==> src/rtl/pipe_hazard_ctrl_pkg.sv <==
// pipe_hazard_ctrl_pkg
//   Shared definitions for the pipeline hazard controller: FSM state codes,
//   PC mux encodings and stage-register bit indices. The `define block is
//   include-guarded so other units can pick up the raw constants; the
//   package wraps them in typed form for RTL use.
`ifndef PIPE_HAZARD_CTRL_DEFS
`define PIPE_HAZARD_CTRL_DEFS
`define PHC_ST_IDLE       2'd0
`define PHC_ST_DRAIN      2'd1
`define PHC_ST_PUSH       2'd2
`define PHC_ST_VECTOR     2'd3
`define PHC_PC_SEL_SEQ    2'b00
`define PHC_PC_SEL_BRANCH 2'b01
`define PHC_PC_SEL_VECTOR 2'b10
`define PHC_IFID          0
`define PHC_IDEX          1
`define PHC_EXMEM         2
`define PHC_MEMWB         3
`endif

package pipe_hazard_ctrl_pkg;

  typedef enum logic [1:0] {
    ST_IDLE   = `PHC_ST_IDLE,
    ST_DRAIN  = `PHC_ST_DRAIN,
    ST_PUSH   = `PHC_ST_PUSH,
    ST_VECTOR = `PHC_ST_VECTOR
  } state_e;

  localparam logic [1:0] PC_SEL_SEQ    = `PHC_PC_SEL_SEQ;
  localparam logic [1:0] PC_SEL_BRANCH = `PHC_PC_SEL_BRANCH;
  localparam logic [1:0] PC_SEL_VECTOR = `PHC_PC_SEL_VECTOR;

  localparam int IFID  = `PHC_IFID;
  localparam int IDEX  = `PHC_IDEX;
  localparam int EXMEM = `PHC_EXMEM;
  localparam int MEMWB = `PHC_MEMWB;

  // Down-counter width: clog2(max(drain, push)) + 1.
  function automatic int cnt_width(input int drain_cycles, input int push_cycles);
    int m;
    m = (drain_cycles > push_cycles) ? drain_cycles : push_cycles;
    return $clog2(m) + 1;
  endfunction

endpackage

==> src/rtl/pipe_hazard_ctrl_load_use_detect.sv <==
// load_use_detect
//   Combinational load-use comparator: flags when the instruction in ID
//   reads a register that the load currently in EX is about to write.
//   Kept separate so the forwarding unit can reuse the same comparator.
// Ports:
//   id_rs1/id_rs2           source register addresses of the ID instruction
//   id_rs1_used/id_rs2_used ID instruction actually reads that source
//   ex_mem_read             EX instruction is a load
//   ex_rd                   destination register of the EX instruction
//   lu                      load-use hazard present this cycle
module load_use_detect #(
  parameter int REG_ADDR_W = 3
) (
  input  logic [REG_ADDR_W-1:0] id_rs1,
  input  logic [REG_ADDR_W-1:0] id_rs2,
  input  logic                  id_rs1_used,
  input  logic                  id_rs2_used,
  input  logic                  ex_mem_read,
  input  logic [REG_ADDR_W-1:0] ex_rd,
  output logic                  lu
);

  assign lu = ex_mem_read &
              ((id_rs1_used & (id_rs1 == ex_rd)) |
               (id_rs2_used & (id_rs2 == ex_rd)));

endmodule

==> src/rtl/pipe_hazard_ctrl.sv <==
// pipe_hazard_ctrl
//   Stall/flush and PC control for the 5-stage 16-bit pipeline. Resolves
//   load-use hazards, taken-branch flushes and data-memory waits, and
//   sequences interrupt entry as DRAIN -> PUSH -> VECTOR.
//   All control outputs are combinational from the FSM state and inputs;
//   the only flops are the state and a down-counter.
// Ports:
//   clk, reset_n        clock (rising edge), async active-low reset
//   id_*                ID-stage source registers and their use flags
//   ex_mem_read, ex_rd  EX-stage load flag and destination
//   ex_branch_taken     branch resolved taken in EX
//   mem_busy            data memory not ready, freeze the whole pipe
//   int_req             level interrupt request, held until int_ack
//   stall, flush        per stage-register hold / sync zero (bit0 IF/ID)
//   pc_write, pc_sel    PC load enable and source select
//   int_push            MEM stage pushes return PC/flags this cycle
//   int_ack             one-cycle acknowledge, vector loads this edge
//   busy                FSM not in IDLE
//   dbg_state, dbg_cnt  FSM state and down-counter, for observation only
module pipe_hazard_ctrl
  import pipe_hazard_ctrl_pkg::*;
#(
  parameter  int REG_ADDR_W   = 3,
  parameter  int DRAIN_CYCLES = 3,
  parameter  int PUSH_CYCLES  = 2,
  localparam int CNT_W        = cnt_width(DRAIN_CYCLES, PUSH_CYCLES)
) (
  input  logic                  clk,
  input  logic                  reset_n,
  input  logic [REG_ADDR_W-1:0] id_rs1,
  input  logic [REG_ADDR_W-1:0] id_rs2,
  input  logic                  id_rs1_used,
  input  logic                  id_rs2_used,
  input  logic                  ex_mem_read,
  input  logic [REG_ADDR_W-1:0] ex_rd,
  input  logic                  ex_branch_taken,
  input  logic                  mem_busy,
  input  logic                  int_req,
  output logic [3:0]            stall,
  output logic [3:0]            flush,
  output logic                  pc_write,
  output logic [1:0]            pc_sel,
  output logic                  int_push,
  output logic                  int_ack,
  output logic                  busy,
  output logic [1:0]            dbg_state,
  output logic [CNT_W-1:0]      dbg_cnt
);

  localparam logic [CNT_W-1:0] DRAIN_INIT = CNT_W'(DRAIN_CYCLES - 1);
  localparam logic [CNT_W-1:0] PUSH_INIT  = CNT_W'(PUSH_CYCLES - 1);

  state_e           state_q, state_d;
  logic [CNT_W-1:0] cnt_q, cnt_d;
  logic             lu;
  logic             drain_step;

  load_use_detect #(
    .REG_ADDR_W (REG_ADDR_W)
  ) u_load_use_detect (
    .id_rs1      (id_rs1),
    .id_rs2      (id_rs2),
    .id_rs1_used (id_rs1_used),
    .id_rs2_used (id_rs2_used),
    .ex_mem_read (ex_mem_read),
    .ex_rd       (ex_rd),
    .lu          (lu)
  );

  always_comb begin
    stall      = 4'b0000;
    flush      = 4'b0000;
    pc_write   = 1'b0;
    pc_sel     = PC_SEL_SEQ;
    int_push   = 1'b0;
    int_ack    = 1'b0;
    busy       = 1'b0;
    drain_step = 1'b0;
    state_d    = state_q;
    cnt_d      = cnt_q;

    // Outputs are forced quiet for as long as reset is held, not just
    // after the flops clear.
    if (reset_n) begin
      busy = (state_q != ST_IDLE);
      if (mem_busy) begin
        // Whole pipe freezes; FSM and counter hold, no push/ack.
        stall = 4'b1111;
      end else begin
        case (state_q)
          ST_IDLE: begin
            pc_write = 1'b1;
            if (ex_branch_taken) begin
              // Branch wins over lu: the dependent instruction is discarded.
              flush[IFID] = 1'b1;
              flush[IDEX] = 1'b1;
              pc_sel      = PC_SEL_BRANCH;
            end else if (lu) begin
              stall[IFID] = 1'b1;
              flush[IDEX] = 1'b1;
              pc_write    = 1'b0;
            end else if (int_req) begin
              // Accept cycle itself looks normal; draining starts next cycle.
              state_d = ST_DRAIN;
              cnt_d   = DRAIN_INIT;
            end
          end
          ST_DRAIN: begin
            flush[IFID] = 1'b1;
            if (ex_branch_taken) begin
              // Branch target becomes the return PC.
              flush[IDEX] = 1'b1;
              pc_sel      = PC_SEL_BRANCH;
              pc_write    = 1'b1;
              drain_step  = 1'b1;
            end else if (lu) begin
              // stall[0] dominates flush[0] at the IF/ID register; the
              // drain window is extended by not counting this cycle.
              stall[IFID] = 1'b1;
              flush[IDEX] = 1'b1;
            end else begin
              drain_step = 1'b1;
            end
            if (drain_step) begin
              if (cnt_q == '0) begin
                state_d = ST_PUSH;
                cnt_d   = PUSH_INIT;
              end else begin
                cnt_d = cnt_q - CNT_W'(1);
              end
            end
          end
          ST_PUSH: begin
            int_push    = 1'b1;
            flush[IFID] = 1'b1;
            if (cnt_q == '0) begin
              state_d = ST_VECTOR;
            end else begin
              cnt_d = cnt_q - CNT_W'(1);
            end
          end
          ST_VECTOR: begin
            pc_sel      = PC_SEL_VECTOR;
            pc_write    = 1'b1;
            int_ack     = 1'b1;
            flush[IFID] = 1'b1;
            state_d     = ST_IDLE;
          end
          default: begin
            state_d = ST_IDLE;
            cnt_d   = '0;
          end
        endcase
      end
    end
  end

  always_ff @(posedge clk or negedge reset_n) begin
    if (!reset_n) begin
      state_q <= ST_IDLE;
      cnt_q   <= '0;
    end else begin
      state_q <= state_d;
      cnt_q   <= cnt_d;
    end
  end

  assign dbg_state = state_q;
  assign dbg_cnt   = cnt_q;

endmodule

==> config.mk <==
export PLATFORM = sky130hd
export DESIGN_NAME = pipe_hazard_ctrl
export DESIGN_NICKNAME = d
export VERILOG_FILES = /design/src/rtl/pipe_hazard_ctrl_pkg.sv /design/src/rtl/pipe_hazard_ctrl_load_use_detect.sv /design/src/rtl/pipe_hazard_ctrl.sv
export SDC_FILE = /design/constraint.sdc
export NUM_CORES = 1
export LEC_CHECK = 0
export ABC_AREA = 1
export CAP_MARGIN = 20
export CORE_UTILIZATION = 36
export DETAILED_ROUTE_END_ITERATION = 8
export HOLD_SLACK_MARGIN = 0.1
export PLACE_DENSITY = 0.75
export SLEW_MARGIN = 5
export SYNTH_ARGS = -nofsm -noshare
export SYNTH_HDL_FRONTEND = slang
export SYNTH_HIERARCHICAL = 1
export SYNTH_SLANG_ARGS = --single-unit
export TNS_END_PERCENT = 50
==> constraint.sdc <==
create_clock -name clk -period 1.3 [get_ports clk]
set_input_delay 0.325 -clock clk [delete_from_list [all_inputs] [get_ports clk]]
set_output_delay 0.325 -clock clk [all_outputs]
set_load 0.1 [all_outputs]
# --- Word-level counts from Yosys, hierarchy flattened ---
# Index checks and enable logic that the tools add are counted.
op_classes:
  n_mux: 45
  n_bitwise: 5
  n_eq_ne: 12
  add_sub_neg: 1
  n_reduce_logical: 8
ops:
  columns: ["cell", "count"]
  rows:
  - ["$mux 1", 22]
  - ["$mux 3", 7]
  - ["$mux 2", 10]
  - ["$reduce_and 8->1", 2]
  - ["$ne 2x2->1 const B", 7]
  - ["$pmux 3 s3", 1]
  - ["$pmux 2 s4", 1]
  - ["$eq 3x3->1", 2]
  - ["$eq 2x2->1 const B", 2]
  - ["$mux 4", 1]
  - ["$pmux 2 s2", 1]
  - ["$and 1x1->1", 3]
  - ["$logic_not 3->1", 1]
  - ["$pmux 1 s3", 1]
  - ["$reduce_bool 3->1", 1]
  - ["$reduce_or 3->1", 1]
  - ["$sub 3x1->3 const B", 1]
  - ["$eq 2x1->1 const B", 1]
  - ["$logic_not 2->1", 1]
  - ["$pmux 1 s2", 1]
  - ["$reduce_bool 2->1", 1]
  - ["$reduce_or 2->1", 1]
  - ["$not 1->1", 1]
  - ["$or 1x1->1", 1]
word_totals:
  output_inout_bits: 19
  ff_bits: 5
  in_bits: 17
  wordCells: 73

# --- Longest topological paths before layout ---
# Gate-level depths: netlist of the first run.
logic_depth:
  ltp_word: 11
  mapped_depth: 12

# --- By module ---
# Netlist of the first run, hierarchy kept.
by_module_without_submodules:
  columns: ["mod", "area_per_inst_um2", "seq_area_each_um2", "instances", "cells_each"]
  rows:
  - ["pipe_hazard_ctrl", 614.3, 125.1, 1, 93]
  - ["load_use_detect", 136.4, 0.0, 1, 35]

# --- Worst setup path after synthesis of the first run ---
# No wires, ideal clock.
synth_path:
  path_kind: "register to output"
  start: "register state_q[0], in the netlist dbg_state[0]"
  end: "output port pc_write"
  setup_slack_ps: -2774
  path_buffers: 0
  arrival_ps: 3749
  stages_incl_launch_ff: 4
  required_time_ps: 975
  path_cell_list: "dfrtp_1 > inv_1 > ha_1 > a211oi_1"
synth_between:
  elab_chain_len: 4
  word_cells_on_any_way: 6
  classes_between: "2 x eq/ne; 3 x mux; 1 x reduce/logical"
synth_rtl:
  columns: ["item", "line_no", "rtl"]
  rows:
  - ["start: declaration", "pipe_hazard_ctrl.sv:53", "state_e state_q, state_d;"]
  - ["start signal: assignment", "pipe_hazard_ctrl.sv:163", "state_q <= state_d;"]
  - ["$eq 2x2->1 (tied with other cells)", "pipe_hazard_ctrl.sv:90", "case (state_q)"]
  - ["$pmux 1 s3 *", "pipe_hazard_ctrl.sv:90", null]
  - ["$mux 1 *", "pipe_hazard_ctrl.sv:86", "if (mem_busy) begin"]
  - ["$mux 1 *", "pipe_hazard_ctrl.sv:84", "if (reset_n) begin"]
  - ["end: declaration", "pipe_hazard_ctrl.sv:41", "output logic pc_write,"]
# Mark *: on every way between the ends. The rest lies on a longest branch, timed or not.

# --- Final worst setup path of the first run ---
layout_path:
  start: "input port id_rs1[0]"
  end: "output port stall[0]"
layout_between:
  elab_chain_len: 9
layout_rtl:
  columns: ["item", "line_no", "rtl"]
  rows:
  - ["start: declaration", "pipe_hazard_ctrl.sv:30", "input logic [REG_ADDR_W-1:0] id_rs1,"]
  - ["$eq 3x3->1", "pipe_hazard_ctrl_load_use_detect.sv:24", "((id_rs1_used & (id_rs1 == ex_rd)) |"]
  - ["$and 1x1->1", "pipe_hazard_ctrl_load_use_detect.sv:24", null]
  - ["$or 1x1->1", "pipe_hazard_ctrl_load_use_detect.sv:24", null]
  - ["$and 1x1->1", "pipe_hazard_ctrl_load_use_detect.sv:23", "assign lu = ex_mem_read &"]
  - ["via lu", "pipe_hazard_ctrl.sv:55", "logic lu;"]
  - ["$mux 1", "pipe_hazard_ctrl.sv:98, pipe_hazard_ctrl.sv:116", null]
  - ["$mux 1", "pipe_hazard_ctrl.sv:93", "if (ex_branch_taken) begin"]
  - ["$mux 1", null, null]
  - ["$mux 1", "pipe_hazard_ctrl.sv:86", null]
  - ["$mux 4", "pipe_hazard_ctrl.sv:84", null]
  - ["end: declaration", "pipe_hazard_ctrl.sv:39", "output logic [3:0] stall,"]
# The timed path passes the listed nets, and every way through them passes these cells.

==> summary.txt, run 1 <==
STA
  – Final-report setup violation count: 16
  – Clk_skew: about 2.6 ps
  – Post-layout min period: ~1900 ps
  – Setup TNS: -6170 ps
  – RSZ-0062 raised after global routing: true
  – Final Worst Setup Slack: -612 ps
  – Period utilization: 1.47
  – Fmax: between 500 and 600 MHz
  – Fin. Hold Viols: 0
  – Max Slew Vio Count: 0

Global routing
  – First-pass GRT wire length: approximately 4100 um
  – GRT overflow: 0
  – Global-route usage over all layers: 0.261
  – Initial antenna violation count: 0
  – Vias in the first global route: 1027
  – Largest net degree at the start of global routing: 8

Logic synthesis
  – Post-synth EDFFs: 0
  – Most used DFF post-synth: dfrtp_1
  – Seq cells post-synth: 5
  – Synth cell count leaders: nand2_1, inv_1, nor2_1, nand3_1, ha_1
  – Post-Synthesis Cell Area: approximately 750 um2
  – Async set or reset register ratio after synthesis: 1.00
  – Synth unique cells: 22
  – Yosys top cell by area: nand2_1
  – Synth warn: 6
  – Largest cells by area after synthesis: nand2_1, dfrtp_1, ha_1
  – Post-synth top area share: 0.205
  – Synth Instances: roughly 130
  – Most common cell in the netlist: nand2_1
  – Sequential cell area fraction in the yosys report: 0.167
  – Post-Syn Area per Cell: roughly 5.9 um2

Critical path
  – Critical path's slowest cell: a21oi_4
  – Most frequent CP cell: nand2_1
  – Crit. End Element: output pin
  – Critical path type: in -> out
  – CP max stage delay: approximately 220 ps
  – Data arrival, critical path: ~1600 ps
  – Delay-heaviest family, CP: simple AND/OR/NAND/NOR gates
  – Crit path required time: between 900 and 1000 ps
  – Crit path max fanout: 4
  – Critical path cell sequence: clkbuf_2 -> inv_1 -> nand2_1 -> nand2_1 -> nor2_1 -> nand2_1 -> a21oi_4 -> nand3_2 -> o21ai_4 -> buf_12
  – CP Buf/Inv Count: 3
  – Crit path launch type: input port

Final layout
  – Layout Nets: about 210
  – # diodes: 0
  – Layout cell share with drive strength beyond 1: 0.575
  – # fillers: a little over 100
  – Register area: ~130 um2
  – Synth-to-Final Area Change: 125%
  – Multi-input logic area: roughly 700 um2

Outcome
  – Outcome: complete, but fails checks
  – Failing checks: setup timing

Power
  – PwrDens: around 2300 nW/um2
  – Leakage power: 0.820 nW
  – Peak supply drop: between 0.002 and 0.0025 V
  – Total Power: about 4 mW

Floorplan
  – Die area: ~2300 um2
  – Ports: 36
  – Chip width: about 48 um
  – DIE HEIGHT: ~48 um
  – Initial Utilization: 0.383
  – Core Rows: 16
  – Core ar.: about 2000 um2

Clock network
  – Clk Latency, worst-skew pair: between 200 and 250 ps
  – Reg clk slew, reported paths: about 40 ps
  – H-tree Lvls: 1
  – CTS Hold Bufs: 0
  – TritonCTS buffer count: 3
  – Clk sinks: 5
  – Root Driver: clkbuf_4
  – Longest Clk Path Bufs: 2
  – CTS tree: done

Drt
  – Remaining antenna violation count: 0
  – DRC viols: 0
  – Initial DRC Count: 36
  – Vias after detailed routing: between 1000 and 1500
  – Routed WL: ~3200 um
  – Routed len/inst: between 15 and 20 um
  – Vias per cell: 4.96
  – Initial DRT Pass Iterations: 4

Placed design
  – Pre-CTS WS: -1020 ps
  – Final HPWL DP: about 2000 um
  – IO Port Bufs: 33
  – Gp weighted congestion: 0.780

Hold path
  – HP Class: in -> async

Job
  – Max-Cap Viols: 0
cells in the final DEF, fill, tap and decap left out, types with 3 or more instances in the layout:
cell type	netlist	layout
a21oi_4	0	3
buf_12	0	18
buf_4	5	22
buf_6	0	6
clkbuf_2	0	5
clkbuf_4	0	3
dfrtp_1	5	3
dlygate4sd2_1	0	3
ha_1	8	3
ha_4	0	4
inv_1	23	13
inv_2	4	9
inv_4	0	3
nand2_1	41	32
nand2_2	3	9
nand2_4	1	4
nand3_1	10	9
nor2_1	11	5
nor2_2	0	3
nor2_4	1	4
layout make-up:
class                      instances  share of cell area
timing repair buffer              58               0.402
sequential                         5              0.0785
tap                               27              0.0200
clock buffer                       4              0.0156
multi-input combinational         92               0.414
inverter                          27              0.0696
routing by layer:
metal,vias to the layer above,routed length [um],GRT usage
met4,0,121,0.144
met2,63,1710,0.510
met5,-,0,0
met1,484,1160,0.259
met3,14,213,0.0415
li1,495,-,-
sequential cells by signal (all words and copies together) (netlist names):
name       flops
dbg_state      2
dbg_cnt        3
logic make-up (layout without fill, tap and decap cells):
logic type / Yosys count / in the layout / share of synthesized area
and+or+nand+nor: 75 / 75 / 0.455
buffers and inverters: 32 / 89 / 0.185
adders and majority gates: 8 / 8 / 0.133
AOI/OAI and AO/OA: 7 / 7 / 0.0550
DFF: 5 / 5 / 0.167
other: 1 / 2 / 0.00500
path summary, 6_finish.rpt:
kind,start,endpoint,slack [ps],cells after the start
max,id_rs1[0],stall[0],-610,10
min,reset_n,dbg_cnt[2]$_DFFE_PN0P_,150,3
max reg2reg,dbg_state[0]$_DFFE_PN0P_,dbg_state[0]$_DFFE_PN0P_,-400,9
min reg2reg,dbg_cnt[1]$_DFFE_PN0P_,dbg_cnt[1]$_DFFE_PN0P_,590,3
max in group asynchronous,reset_n,dbg_state[1]$_DFFE_PN0P_,1030,3
min in group clk,dbg_cnt[1]$_DFFE_PN0P_,dbg_cnt[1]$_DFFE_PN0P_,590,3
metrics by stage:
step           cells   util  hold WS, ps  instance area, um2
2_1_floorplan    129      -         29.4                 895
3_3_place_gp     204  0.779          584                1530
3_5_place_dp     204  0.779          582                1530
4_1_cts          212  0.830          152                1630
5_1_grt          213  0.861          145                1690
6_report         213  0.861          147                1690
where the power goes:
group | leakage, nW | switching (mW) | internal [mW]
Clock | 0.0150 | 0.0532 | 0.115
Combinational | 0.743 | 2.08 | 1.36
Sequential | 0.0618 | 0.101 | 0.252
Total | 0.820 | 2.24 | 1.73
worst min-delay path, delay by kind of cell:
kind / cells / cell delay (ps)
buf+inv: 3 / 370
repair_timing:
item	4_1_cts	5_1_grt
pin swaps	29	22
setup buffers	5	2
resized for setup	53	31
endpoints found under the setup margin	19	19
Power figures use the tool's default switching activity.
==> run 2, diff against run 1 <==
Settings changed: CORE_MARGIN set to 2, CORE_UTILIZATION 36 to 55, DONT_BUFFER_PORTS set to 1, PLACE_DENSITY 0.75 to 0.73.
==> summary.txt, run 2 <==
Outcome
  – Outcome: aborted with a tool error
  – Exit stage: 5_1_grt
  – Error: [ERROR DPL-0038] Utilization greater than 100%, impossible to legalize

Floorplan
  – Ports: 36 (unchanged)
  – Initial Utilization: 0.584 (+0.202)
  – Core Rows: 13 (-3)
  – DIE HEIGHT: 40.9 um (-14%)
  – Chip width: 40.9 um (-14%)

Placed design
  – Placed Cells: 163 (-20%)
  – Gp weighted congestion: 0.807 (+3.5%)
  – Pre-CTS WS: -438 ps (+582 ps)
  – Final HPWL DP: 1930 um (-5.5%)
  – IO Port Bufs: 0 (-100%)

Logic synthesis
  – Sequential cell area fraction in the yosys report: 0.167 (unchanged)
  – Largest cells by area after synthesis: nand2_1, dfrtp_1, ha_1
  – Synth warn: 6 (unchanged)
  – Yosys top cell by area: nand2_1
  – Synth cell count leaders: nand2_1, inv_1, nor2_1, nand3_1, ha_1
  – Most common cell in the netlist: nand2_1
  – Synth Instances: 128 (unchanged)
  – Seq cells post-synth: 5 (unchanged)
  – Post-synth EDFFs: 0 (unchanged)
  – Most used DFF post-synth: dfrtp_1
  – Post-Synthesis Cell Area: 751 um2 (unchanged)
  – Post-Syn Area per Cell: 5.87 um2 (unchanged)
  – Async set or reset register ratio after synthesis: 1.00 (unchanged)
  – Post-synth top area share: 0.205 (unchanged)
  – Synth unique cells: 22 (unchanged)

STA
  – Worst EP Category: primary output
  – GR repair worst EP: pc_write

Clock network
  – Root Driver: clkbuf_4
  – Longest Clk Path Bufs: 2 (unchanged)
  – TritonCTS buffer count: 3 (unchanged)
  – H-tree Lvls: 1 (unchanged)
  – Clk sinks: 5 (unchanged)

Global routing
  – Largest net degree at the start of global routing: 8
## run 2: metrics by stage
| stage | utilization | cell area, um2 |
|---|---|---|
| 2_1_floorplan | - | 895 |
| 4_1_cts | 0.964 | 1240 |
| 3_3_place_gp | 0.900 | 1160 |
| 3_5_place_dp | 0.900 | 1160 |
## run 2: kinds of logic after synthesis
| logic type | Yosys count | synth area share |
|---|---|---|
| other | 1 | 0.00500 |
| buffers and inverters | 32 | 0.185 |
| adder cells (fa/ha/maj) | 8 | 0.133 |
| AND/OR/NAND/NOR | 75 | 0.455 |
| flip-flops | 5 | 0.167 |
| AO/OA/AOI/OAI | 7 | 0.0550 |
## run 2: repair_timing
action,4_1_cts
hold buffers,1
endpoints found under the setup margin,17
endpoints found under the hold margin,5
gates resized for setup,11
pin swaps,7
setup buffers,1
==> run 3, diff against run 2 <==
Settings changed: CORE_AREA set to 2 2 63 65, CORE_MARGIN 2 to not set, CORE_UTILIZATION 55 to not set, DIE_AREA set to 0 0 65 67, HOLD_SLACK_MARGIN 0.1 to not set, PLACE_DENSITY 0.73 to not set, PLACE_DENSITY_LB_ADDON set to 0.15.
Clock period 1.3 ns to 1.69 ns, I/O delays scaled along.
==> summary.txt, run 3 (synthesis results as in run 1) <==
Outcome
  – Outcome: complete, but fails checks
  – Failing checks: setup timing

Final layout
  – # fillers: roughly 380
  – Layout Nets: between 150 and 200
  – Layout cell share with drive strength beyond 1: 0.443
  – # diodes: 0
  – Commonest non-fill, non-tap cell in the layout: nand2_1
  – Synth-to-Final Area Change: 68.7%
  – Max reg flops: 3
  – Most frequent cells in the layout: nand2_1, inv_1, buf_4
  – Design area: around 1300 um2

Floorplan
  – Die area: ~4400 um2
  – Ports: 36 (unchanged)
  – Chip width: 65 um (+59%)
  – DIE HEIGHT: 67 um (+64%)
  – Initial Utilization: 0.208 (-0.376)
  – Core Rows: 22 (+9)
  – Core ar.: between 3000 and 4000 um2

Critical path
  – Delay-heaviest family, CP: flip-flops
  – CP Buf/Inv Count: 2
  – Critical path type: reg -> out
  – Data arrival, critical path: around 1500 ps
  – CP max stage delay: 510 ps
  – Critical path cell sequence: inv_4 -> ha_4 -> nand2_4 -> a211oi_4 -> buf_12
  – Crit path launch type: flop
  – FF-to-FF path depth: 8
  – Critical path's slowest cell: dfrtp_4
  – Total number of cells along the worst setup path: 5
  – Internal reg-to-reg setup slack: around 80 ps
  – Crit. End Element: output pin
  – Reg-to-reg startpoint: dbg_state[0]$_DFFE_PN0P_
  – Crit path required time: around 1300 ps
  – Crit path max fanout: 4
  – Worst Setup SP: dbg_state[0]$_DFFE_PN0P_

STA
  – Fin. Hold Viols: 0
  – Period utilization: 1.14
  – Clk_skew: 2.43 ps
  – Post-layout min period: ~1900 ps
  – Max Slew Vio Count: 0
  – Final-report setup violation count: 8
  – Fmax: around 520 MHz
  – RSZ-0062 raised after global routing: true
  – Hold slack: between 500 and 600 ps
  – Final Worst Setup Slack: -234 ps

Global routing
  – GRT overflow: 0
  – First-pass GRT wire length: between 3000 and 4000 um
  – Global-route usage over all layers: 0.101
  – Largest net degree at the start of global routing: 8
  – Initial antenna violation count: 0
  – Vias in the first global route: slightly above 800

Drt
  – Vias per cell: between 3 and 4
  – Vias after detailed routing: slightly below 800
  – DRC viols: 0
  – Routed len/inst: roughly 9.9 um
  – Routed WL: approximately 1900 um
  – Initial DRT Pass Iterations: 3
  – Remaining antenna violation count: 0
  – Initial DRC Count: 19

Placed design
  – IO Port Bufs: 0 (unchanged)
  – Placed instance area: 1160 um2 (+0.65%)
  – Final HPWL DP: 1660 um (-14%)
  – Pre-CTS WS: -224 ps (+214 ps)
  – Gp weighted congestion: 0.784 (-3.0%)

Clock network
  – TritonCTS buffer count: 3 (unchanged)
  – Clk Latency, worst-skew pair: 220 ps
  – Clk sinks: 5 (unchanged)
  – CTS tree: done
  – Root Driver: clkbuf_8
  – H-tree Lvls: 1 (unchanged)
  – Reg clk slew, reported paths: approximately 40 ps
  – Longest Clk Path Bufs: 2 (unchanged)

Job
  – Max-Cap Viols: 0

Power
  – PwrDens: about 1900 nW/um2
  – Leakage power: 0.613 nW
  – Peak supply drop: 0.000518 V

Hold path
  – HP Class: in -> async
[run 3: worst paths after layout]
| path | to |
|---|---|
| setup reg to reg | dbg_state[0]$_DFFE_PN0P_ |
| setup / recovery | pc_write |
| hold reg to reg | dbg_cnt[2]$_DFFE_PN0P_ |
| max in group asynchronous | dbg_state[0]$_DFFE_PN0P_ |
| hold / removal | dbg_state[1]$_DFFE_PN0P_ |
| min in group clk | dbg_cnt[2]$_DFFE_PN0P_ |
[run 3: per-stage QoR]
stage,TNS (ps),std cells,power (mW),utilization
2_1_floorplan,-4860,129,1.71,-
3_3_place_gp,-518,191,2.13,0.323
3_5_place_dp,-599,191,2.14,0.323
4_1_cts,-1350,196,2.41,0.344
5_1_grt,-1600,197,2.60,0.351
6_report,-1140,197,2.43,0.351
[run 3: final cells by class]
cell class,count,area (um2),share of cell area
Multi-Input combinational cell,92,644,0.509
Inverter,27,111,0.0879
Sequential cell,5,133,0.105
Clock buffer,4,45.0,0.0356
Tap cell,48,60.1,0.0474
Timing Repair Buffer,21,273,0.215
[run 3: layer usage]
layer / wire length [um] / GRT usage / vias up
li1: - / - / 421
met1: 838 / 0.105 / 347
met2: 948 / 0.186 / 16
met3: 150 / 0.0355 / 2
met4: 7 / 0.0399 / 0
met5: 0 / 0 / -
[run 3: what timing repair did]
item                       CTS  global route
pin swaps                    4            10
buffers inserted             0             1
gates cloned                 0             0
resized for setup            6            10
setup endpoints to repair    9             8
hold endpoints to repair     5             0
hold buffers                 1             0
[run 3: power breakdown]
part / total [mW] / switching [mW] / internal, mW
Sequential: 0.266 / 0.0721 / 0.194
Clock: 0.220 / 0.0579 / 0.162
Combinational: 1.94 / 1.34 / 0.602
